===== config.mk =====
export PLATFORM = sky130hd
export DESIGN_NAME = rom_load_ctrl
export DESIGN_NICKNAME = d
export VERILOG_FILES = /design/src/rtl/rom_load_ctrl.sv
export SDC_FILE = /design/constraint.sdc
export NUM_CORES = 1
export LEC_CHECK = 0
export ABC_AREA = 1
export CORE_UTILIZATION = 40
export DETAILED_ROUTE_END_ITERATION = 10
export GPL_ROUTABILITY_DRIVEN = 0
export GPL_TIMING_DRIVEN = 1
export PLACE_DENSITY = 0.69
export SLEW_MARGIN = 20
export SYNTH_ARGS = -nofsm -noshare
export SYNTH_HDL_FRONTEND = slang
export SYNTH_SLANG_ARGS = --single-unit
export TNS_END_PERCENT = 100

===== constraint.sdc =====
create_clock -name clk_sys -period 3.22 [get_ports clk_sys]
set_clock_uncertainty 0.2 [all_clocks]
set_input_delay 0.966 -clock clk_sys [delete_from_list [all_inputs] [get_ports clk_sys]]
set_output_delay 0.966 -clock clk_sys [all_outputs]
set_load 0.05 [all_outputs]

===== src/rtl/rom_load_ctrl.sv =====
// rom_load_ctrl: routes the hps_io download stream to the core ROM, game-select and DIP registers,
// and holds the core in reset through power-up, every download and a fixed period afterwards.
module rom_load_ctrl #(
  parameter int RESET_HOLD = 16,
  parameter int MOD_COUNT  = 18
) (
  input  logic                 clk_sys,
  input  logic                 reset,
  input  logic                 ioctl_download,
  input  logic                 ioctl_wr,
  input  logic [7:0]           ioctl_index,
  input  logic [24:0]          ioctl_addr,
  input  logic [7:0]           ioctl_dout,
  input  logic                 user_reset,
  output logic                 rom_wr,
  output logic [15:0]          rom_addr,
  output logic [7:0]           rom_data,
  output logic [7:0]           mod_sel,
  output logic [MOD_COUNT-1:0] mod_onehot,
  output logic [63:0]          dip_sw,
  output logic                 core_reset,
  output logic                 loaded,
  output logic                 rom_ovf
);
  localparam int HOLD_N = RESET_HOLD < 1 ? 1 : RESET_HOLD;
  localparam int CW = HOLD_N > 1 ? $clog2(HOLD_N) : 1;
  typedef enum logic [1:0] {BOOT, LOAD, HOLD, RUN} state_t;
  state_t state_q, state_d;
  logic [CW-1:0] cnt_q, cnt_d;
  logic dl_q, rise, core_reset_q;
  logic rom_acc, rom_drop, mod_we, dip_we;
  logic rom_wr_q, loaded_q, rom_ovf_q;
  logic [15:0] rom_addr_q;
  logic [7:0] rom_data_q, mod_sel_q;
  logic [MOD_COUNT-1:0] onehot_q, onehot_d;
  logic [63:0] dip_q;
  assign rise     = ioctl_download & ~dl_q;
  assign rom_acc  = ioctl_wr && ioctl_index == 8'd0 && ioctl_addr[24:16] == 9'd0;
  assign rom_drop = ioctl_wr && ioctl_index == 8'd0 && ioctl_addr[24:16] != 9'd0;
  assign mod_we   = ioctl_wr && ioctl_index == 8'd1;
  assign dip_we   = ioctl_wr && ioctl_index == 8'd254 && ioctl_addr[24:3] == 22'd0;
  always_comb begin
    state_d = state_q;
    cnt_d   = cnt_q;
    case (state_q)
      BOOT, RUN: state_d = rise ? LOAD : state_q;
      LOAD: if (!ioctl_download) begin
        state_d = HOLD;
        cnt_d   = CW'(HOLD_N - 1);
      end
      HOLD: if (rise) state_d = LOAD;
      else if (cnt_q == '0) state_d = RUN;
      else cnt_d = cnt_q - 1'b1;
    endcase
  end
  always_comb begin
    onehot_d = '0;
    for (int k = 0; k < MOD_COUNT; k++) onehot_d[k] = mod_sel_q == 8'(k);
  end
  // core_reset is computed from the next state so it changes together with the state register
  always_ff @(posedge clk_sys) begin
    if (reset) begin
      state_q      <= BOOT;
      cnt_q        <= '0;
      dl_q         <= 1'b0;
      core_reset_q <= 1'b1;
      rom_wr_q     <= 1'b0;
      rom_addr_q   <= '0;
      rom_data_q   <= '0;
      mod_sel_q    <= '0;
      onehot_q     <= MOD_COUNT'(1);
      dip_q        <= '1;
      loaded_q     <= 1'b0;
      rom_ovf_q    <= 1'b0;
    end else begin
      state_q      <= state_d;
      cnt_q        <= cnt_d;
      dl_q         <= ioctl_download;
      core_reset_q <= state_d == RUN ? user_reset : 1'b1;
      rom_wr_q     <= rom_acc;
      if (rom_acc) begin
        rom_addr_q <= ioctl_addr[15:0];
        rom_data_q <= ioctl_dout;
      end
      if (mod_we) mod_sel_q <= ioctl_dout;
      onehot_q     <= onehot_d;
      if (dip_we) dip_q[{ioctl_addr[2:0], 3'b000} +: 8] <= ioctl_dout;
      loaded_q     <= loaded_q | rom_acc;
      rom_ovf_q    <= rom_ovf_q | rom_drop;
    end
  end
  assign rom_wr     = rom_wr_q;
  assign rom_addr   = rom_addr_q;
  assign rom_data   = rom_data_q;
  assign mod_sel    = mod_sel_q;
  assign mod_onehot = onehot_q;
  assign dip_sw     = dip_q;
  assign core_reset = core_reset_q;
  assign loaded     = loaded_q;
  assign rom_ovf    = rom_ovf_q;
endmodule

==> results of run 1 <==
cells in the final DEF (no fill, tap or decap), drive strengths merged:
cell,count
a21oi,16
inv,44
bufinv,4
ha,5
nor4,1
dfxtp,125
nand2,114
clkinvlp,3
nand3b,1
nand4,90
clkbuf,20
clkinv,4
nor3,4
nor2,196
buf,46
clkdlybuf4s50,163
xor2,1
o21ai,34
o211ai,3
nand3,116
layer usage:
| layer | global-route usage (%) | wire length (µm) | up-vias | part of all wire, % |
|---|---|---|---|---|
| li1 | - | - | 3077 | - |
| met1 | 31.54 | 7986 | 2660 | 47 |
| met2 | 36.21 | 7703 | 190 | 45 |
| met3 | 5.858 | 936 | 45 | 5.5 |
| met4 | 11.37 | 541 | 0 | 3.2 |
| met5 | 0 | 0 | - | 0 |
cell usage after synthesis, types with 2 or more instances:
cell type	instances	area, µm²
nor2_1	186	698.2
dfxtp_1	125	2502
nand2_1	113	424.2
nand3_1	105	525.5
nand4_1	90	563.0
inv_1	36	135.1
o21ai_0	34	170.2
clkbuf_1	24	90.09
a21oi_1	16	80.08
buf_2	16	80.08
nand3_4	9	157.7
buf_6	7	78.83
ha_1	5	62.56
nor2_2	5	31.28
inv_2	4	15.01
buf_4	3	22.52
nor2_8	3	60.06
o211ai_1	3	22.52
clkinv_1	2	7.510
nand3_2	2	20.02
nor2_4	2	22.52
nor3_4	2	32.53
cells by family (layout without fill, tap and decap cells):
kind of cell / Yosys count / after routing / synth area share [%]
xor+xnor: 1 / 1 / 0.1491
compound gates: 53 / 53 / 4.643
simple gates: 522 / 522 / 43.75
fa+ha+maj: 5 / 5 / 1.065
flops: 125 / 125 / 42.60
buf+inv: 94 / 284 / 7.796
area by class of cell:
class | count | area (µm²) | share of cell area (%)
Sequential cell | 125 | 2502 | 29.48
Timing Repair Buffer | 209 | 2027 | 23.88
Clock inverter | 12 | 182.7 | 2.152
Tap cell | 180 | 225.2 | 2.653
Clock buffer | 20 | 466.7 | 5.497
Multi-Input combinational cell | 581 | 2919 | 34.38
Inverter | 43 | 166.4 | 1.960
flip-flops by register name, summed over array words and instances (netlist names), 2 cells and up:
register	count
dip_sw	64
mod_onehot	18
rom_addr	16
mod_sel	8
rom_data	8
cnt_q	4
state_q	2
per-stage QoR:
stage	instances	TNS (ps)
floorplan	800	0
global placement	1138	-1923
detailed placement	1138	-3248
CTS	1170	0
global route	1170	0
finish	1170	0
final timing paths:
kind                endpoint  slack (ps)  cells after the start
setup reg to reg    cnt_q[0]        1350                      8
hold / removal    dip_sw[38]         250                      2
setup / recovery  dip_sw[14]         270                      9
hold reg to reg   dip_sw[38]         250                      2
where the power goes:
group,switching [mW],internal (mW)
clock network,0.713,1.36
logic,0.360,0.224
registers,0.0200,1.59
worst min-delay path, delay by kind of cell, from the launching register on:
family / cells / cell delay (ps)
flops: 1 / 320
simple gates: 2 / 100
==> results.sh, run 1 <==
export IMPL_status="finished clean"
export IMPL_synthesis_nets=851
export IMPL_antenna_found_initial=0
export IMPL_yosysUniqueCellTypes=30
export IMPL_place_area_um2=7840
export IMPL_postSynthAreaPerCell_um2=7.343
export IMPL_ys_seq_elements=125
export IMPL_die_x_um=123.2
export IMPL_synthFlopType="dfxtp_1"
export IMPL_crit_path_start="ioctl_addr[0]"
export IMPL_first_pass_iters=5
export IMPL_fin_hold_ws_ps=252.5
export IMPL_slowest_delay_ps=590
export IMPL_fin_util_pct=60.23
export IMPL_grt_overflow=0
export IMPL_diodes=0
export IMPL_grt_pass1_wl_um=27860
export IMPL_cp_end_kind="flop"
export IMPL_clkLatencyLatePin_ps=420
export IMPL_cpMostUsedCell="ha_1"
export IMPL_synthCells=800
export IMPL_clockBufferDepth=2
export IMPL_max_slew_margin_pct=62.24
export IMPL_die_y_um=123.2
export IMPL_crit_slowest_cell="clkdlybuf4s50_1"
export IMPL_rsz0062_at_grt="no"
export IMPL_wl_per_cell_um=14.67
export IMPL_clk_pin_slew_ps=60
export IMPL_first_global_vias=5502
export IMPL_final_max_slew_viol_count=0
export IMPL_finalSetupViolations=0
export IMPL_drt_total_wl_um=17170
export IMPL_ios=164
export IMPL_path_buf_inv=4
export IMPL_p_leak_nw=3.585
export IMPL_post_route_period_util_pct=91.60
export IMPL_nets=1028
export IMPL_via_count=5972
export IMPL_core_area_um2=14100
export IMPL_reg2reg_from="cnt_q[0]"
export IMPL_rows=43
export IMPL_hold_viol_final=0
export IMPL_seq_area_frac_synth_pct=42.60
export IMPL_grt_start_max_net_pins=65
export IMPL_max_cap_violations=0
export IMPL_layout_drive_gt1_share_pct=11.01
export IMPL_via_per_inst=5.104
export IMPL_critical_path_top_delay_family="buffers and inverters"
export IMPL_design_die_area_um2=15170
export IMPL_yosys_warnings=0
export IMPL_crit_type="primary input to flop"
export IMPL_drc_errors=0
export IMPL_worstPathArrival_ps=3110
export IMPL_hold_buffers=0
export IMPL_irDropWorstVdd_uv=325.1
export IMPL_synth_edf_count=0
export IMPL_post_route_min_period_ps=2949
export IMPL_startpoint_type="primary input"
export IMPL_synth_area_um2=5874
export IMPL_fillCellCount=1286
export IMPL_worstMarginPinSlew_ps=564.6
export IMPL_clkSinkCount=125
export IMPL_totalPowerFinal_mw=4.264
export IMPL_min_delay_start="dip_sw[38]"
export IMPL_p_per_area_nw_per_um2=502.3
export IMPL_finish_instance_area_um2=8489
export IMPL_worstPathCellList="clkdlybuf4s50_1, inv_6, ha_1, ha_1, clkinv_1, nor2_2, buf_4, nand4_1, nand3_1"
export IMPL_required_ps=3380
export IMPL_port_buffers=163
export IMPL_path_max_fanout=7
export IMPL_async_flop_share_pct=0
export IMPL_start_util_pct=41.67
export IMPL_cts_buffers=17
export IMPL_dp_hpwl_um=12420
export IMPL_cts_setup_buffers=0
export IMPL_htreeDepth=4
export IMPL_syn_to_final_growth_pct=44.52
export IMPL_grtUsageTotal_pct=23.81
export IMPL_cts_tree="done"
export IMPL_hp_class="flop to flop"
export IMPL_cts_resized=0
export IMPL_pre_cts_ws_ps=-153.0
export IMPL_clk_root_buffer_cell="clkbuf_16"
export IMPL_setup_slack_ps=270.5
export IMPL_antenna_left=0
export IMPL_fmax_ghz=0.3390
export IMPL_drtIter0Drc=410
(Power assumes the default switching activity.)
==> inputs of run 2 (changes only) <==
--- a/config.mk
+++ b/config.mk
@@ -8,4 +8,5 @@
 export ABC_AREA = 1
 export CORE_UTILIZATION = 40
+export CTS_CLUSTER_DIAMETER = 100
 export DETAILED_ROUTE_END_ITERATION = 10
 export GPL_ROUTABILITY_DRIVEN = 0
==> constraint.sdc (replaced) <==
create_clock -name clk_sys -period 3.22 [get_ports clk_sys]
set_clock_uncertainty 0.2 [all_clocks]
set_input_delay 0.805 -clock clk_sys [delete_from_list [all_inputs] [get_ports clk_sys]]
set_output_delay 0.805 -clock clk_sys [all_outputs]
set_load 0.05 [all_outputs]
==> results.sh, run 2 (synthesized netlist as in run 1, its figures left out) <==
export IMPL_final_common_cell="nor2_1"
export IMPL_rows=43
export IMPL_path_buf_inv=1
export IMPL_finalSetupViolations=0
export IMPL_grt_pass1_wl_um=26900
export IMPL_rsz0062_at_grt="no"
export IMPL_syn_to_final_growth_pct=40.77
export IMPL_antenna_left=0
export IMPL_final_cells=1152
export IMPL_post_route_period_util_pct=85.52
export IMPL_fillCellCount=1344
export IMPL_cts_tree="done"
export IMPL_p_leak_nw=3.466
export IMPL_hp_class="flop to flop"
export IMPL_drc_errors=0
export IMPL_finish_instance_area_um2=8269
export IMPL_cts_setup_buffers=0
export IMPL_clkSinkCount=125
export IMPL_worstPathCellList="clkdlybuf4s50_1"
export IMPL_ios=164
export IMPL_grt_start_max_net_pins=95
export IMPL_clockBufferDepth=2
export IMPL_p_per_area_nw_per_um2=479.0
export IMPL_clk_pin_slew_ps=60
export IMPL_max_slew_margin_pct=62.32
export IMPL_hold_buffers=0
export IMPL_clk_root_buffer_cell="clkbuf_16"
export IMPL_antenna_found_initial=0
export IMPL_design_die_area_um2=15170
export IMPL_final_max_slew_viol_count=0
export IMPL_drtIter0Drc=461
export IMPL_first_global_vias=5292
export IMPL_layout_drive_gt1_share_pct=9.362
export IMPL_start_util_pct=41.67
export IMPL_crit_type="flop to output port"
export IMPL_regArea_um2=2502
export IMPL_grt_overflow=0
export IMPL_die_y_um=123.2
export IMPL_startpoint_type="flop"
export IMPL_largest_reg_flops=64
export IMPL_cts_buffers=17
export IMPL_port_buffers=163
export IMPL_max_cap_violations=0
export IMPL_first_pass_iters=5
export IMPL_path_max_fanout=7
export IMPL_diodes=0
export IMPL_dp_hpwl_um=12010
export IMPL_cts_resized=0
export IMPL_status="finished clean"
export IMPL_worstPathArrival_ps=1750
export IMPL_die_x_um=123.2
export IMPL_critical_path_top_delay_family="buffers and inverters"
export IMPL_nets=1011
export IMPL_post_route_min_period_ps=2754
export IMPL_required_ps=2210
export IMPL_crit_slowest_cell="clkdlybuf4s50_1"
export IMPL_slowest_delay_ps=870
export IMPL_place_area_um2=7712
export IMPL_dp_cells=1121
export IMPL_core_area_um2=14100
export IMPL_final_cell_mix="nor2_1 (186), clkdlybuf4s50_1 (163), dfxtp_1 (125)"
export IMPL_wl_per_cell_um=14.58
export IMPL_fmax_ghz=0.3632
export IMPL_via_count=5931
export IMPL_drt_total_wl_um=16790
export IMPL_cp_end_kind="output port"
export IMPL_clkLatencyLatePin_ps=420
export IMPL_htreeDepth=4
export IMPL_irDropWorstVdd_uv=356.2
export IMPL_tns_ps=0
export IMPL_grtUsageTotal_pct=23.31
export IMPL_totalPowerFinal_mw=3.961
export IMPL_hold_viol_final=0
export IMPL_worstMarginPinSlew_ps=563.4
export IMPL_multiInputGateArea_um2=2919
export IMPL_via_per_inst=5.148
==> run 2: changes by cell type in the layout (fill, tap and decap cells not counted), sizes merged <==
| cell | delta |
|---|---|
| clkbuf | -2 |
| bufinv | -3 |
| clkinv | +5 |
| buf | -17 |
| clkinvlp | -1 |
==> run 2: per-stage QoR <==
step	setup slack (ps)	hold slack [ps]	util, %
after global routing	384.7	276.7	58.66
after CTS	437.9	259.3	58.66
after floorplan	342.1	226.3	-
after detailed placement	81.82	244.5	54.71
after global placement	132.9	238.9	54.71
final	466.4	255.3	58.66
==> run 2: metal layers <==
metal | GRT usage, % | wire length, µm
met1 | 31.66 | 7786
met2 | 36.00 | 7588
met3 | 4.935 | 1082
met4 | 9.111 | 336
met5 | 0 | 0
==> run 2: cell type report <==
cell class | instances | area share [%]
timing repair buffer | 192 | 22.97
sequential | 125 | 30.26
inverter | 43 | 2.012
tap | 180 | 2.724
multi-input combinational | 581 | 35.30
clock buffer | 18 | 5.311
clock inverter | 13 | 1.422
==> run 2: path summary, 6_finish.rpt <==
| kind | endpoint | slack [ps] | from | cells after the start |
|---|---|---|---|---|
| worst max-delay path | mod_sel[1] | 470 | mod_sel[1] | 1 |
| worst min-delay path | dip_sw[17] | 260 | dip_sw[17] | 2 |
| worst max register to register | cnt_q[0] | 1350 | cnt_q[0] | 8 |
| worst min register to register | dip_sw[17] | 260 | dip_sw[17] | 2 |
==> run 2: report_power, final <==
part / total, mW / internal, mW / leakage [nW] / switching [mW]
combinational: 0.559 / 0.209 / 2.18 / 0.350
sequential: 1.61 / 1.59 / 1.01 / 0.0206
clock: 1.80 / 1.08 / 0.272 / 0.718
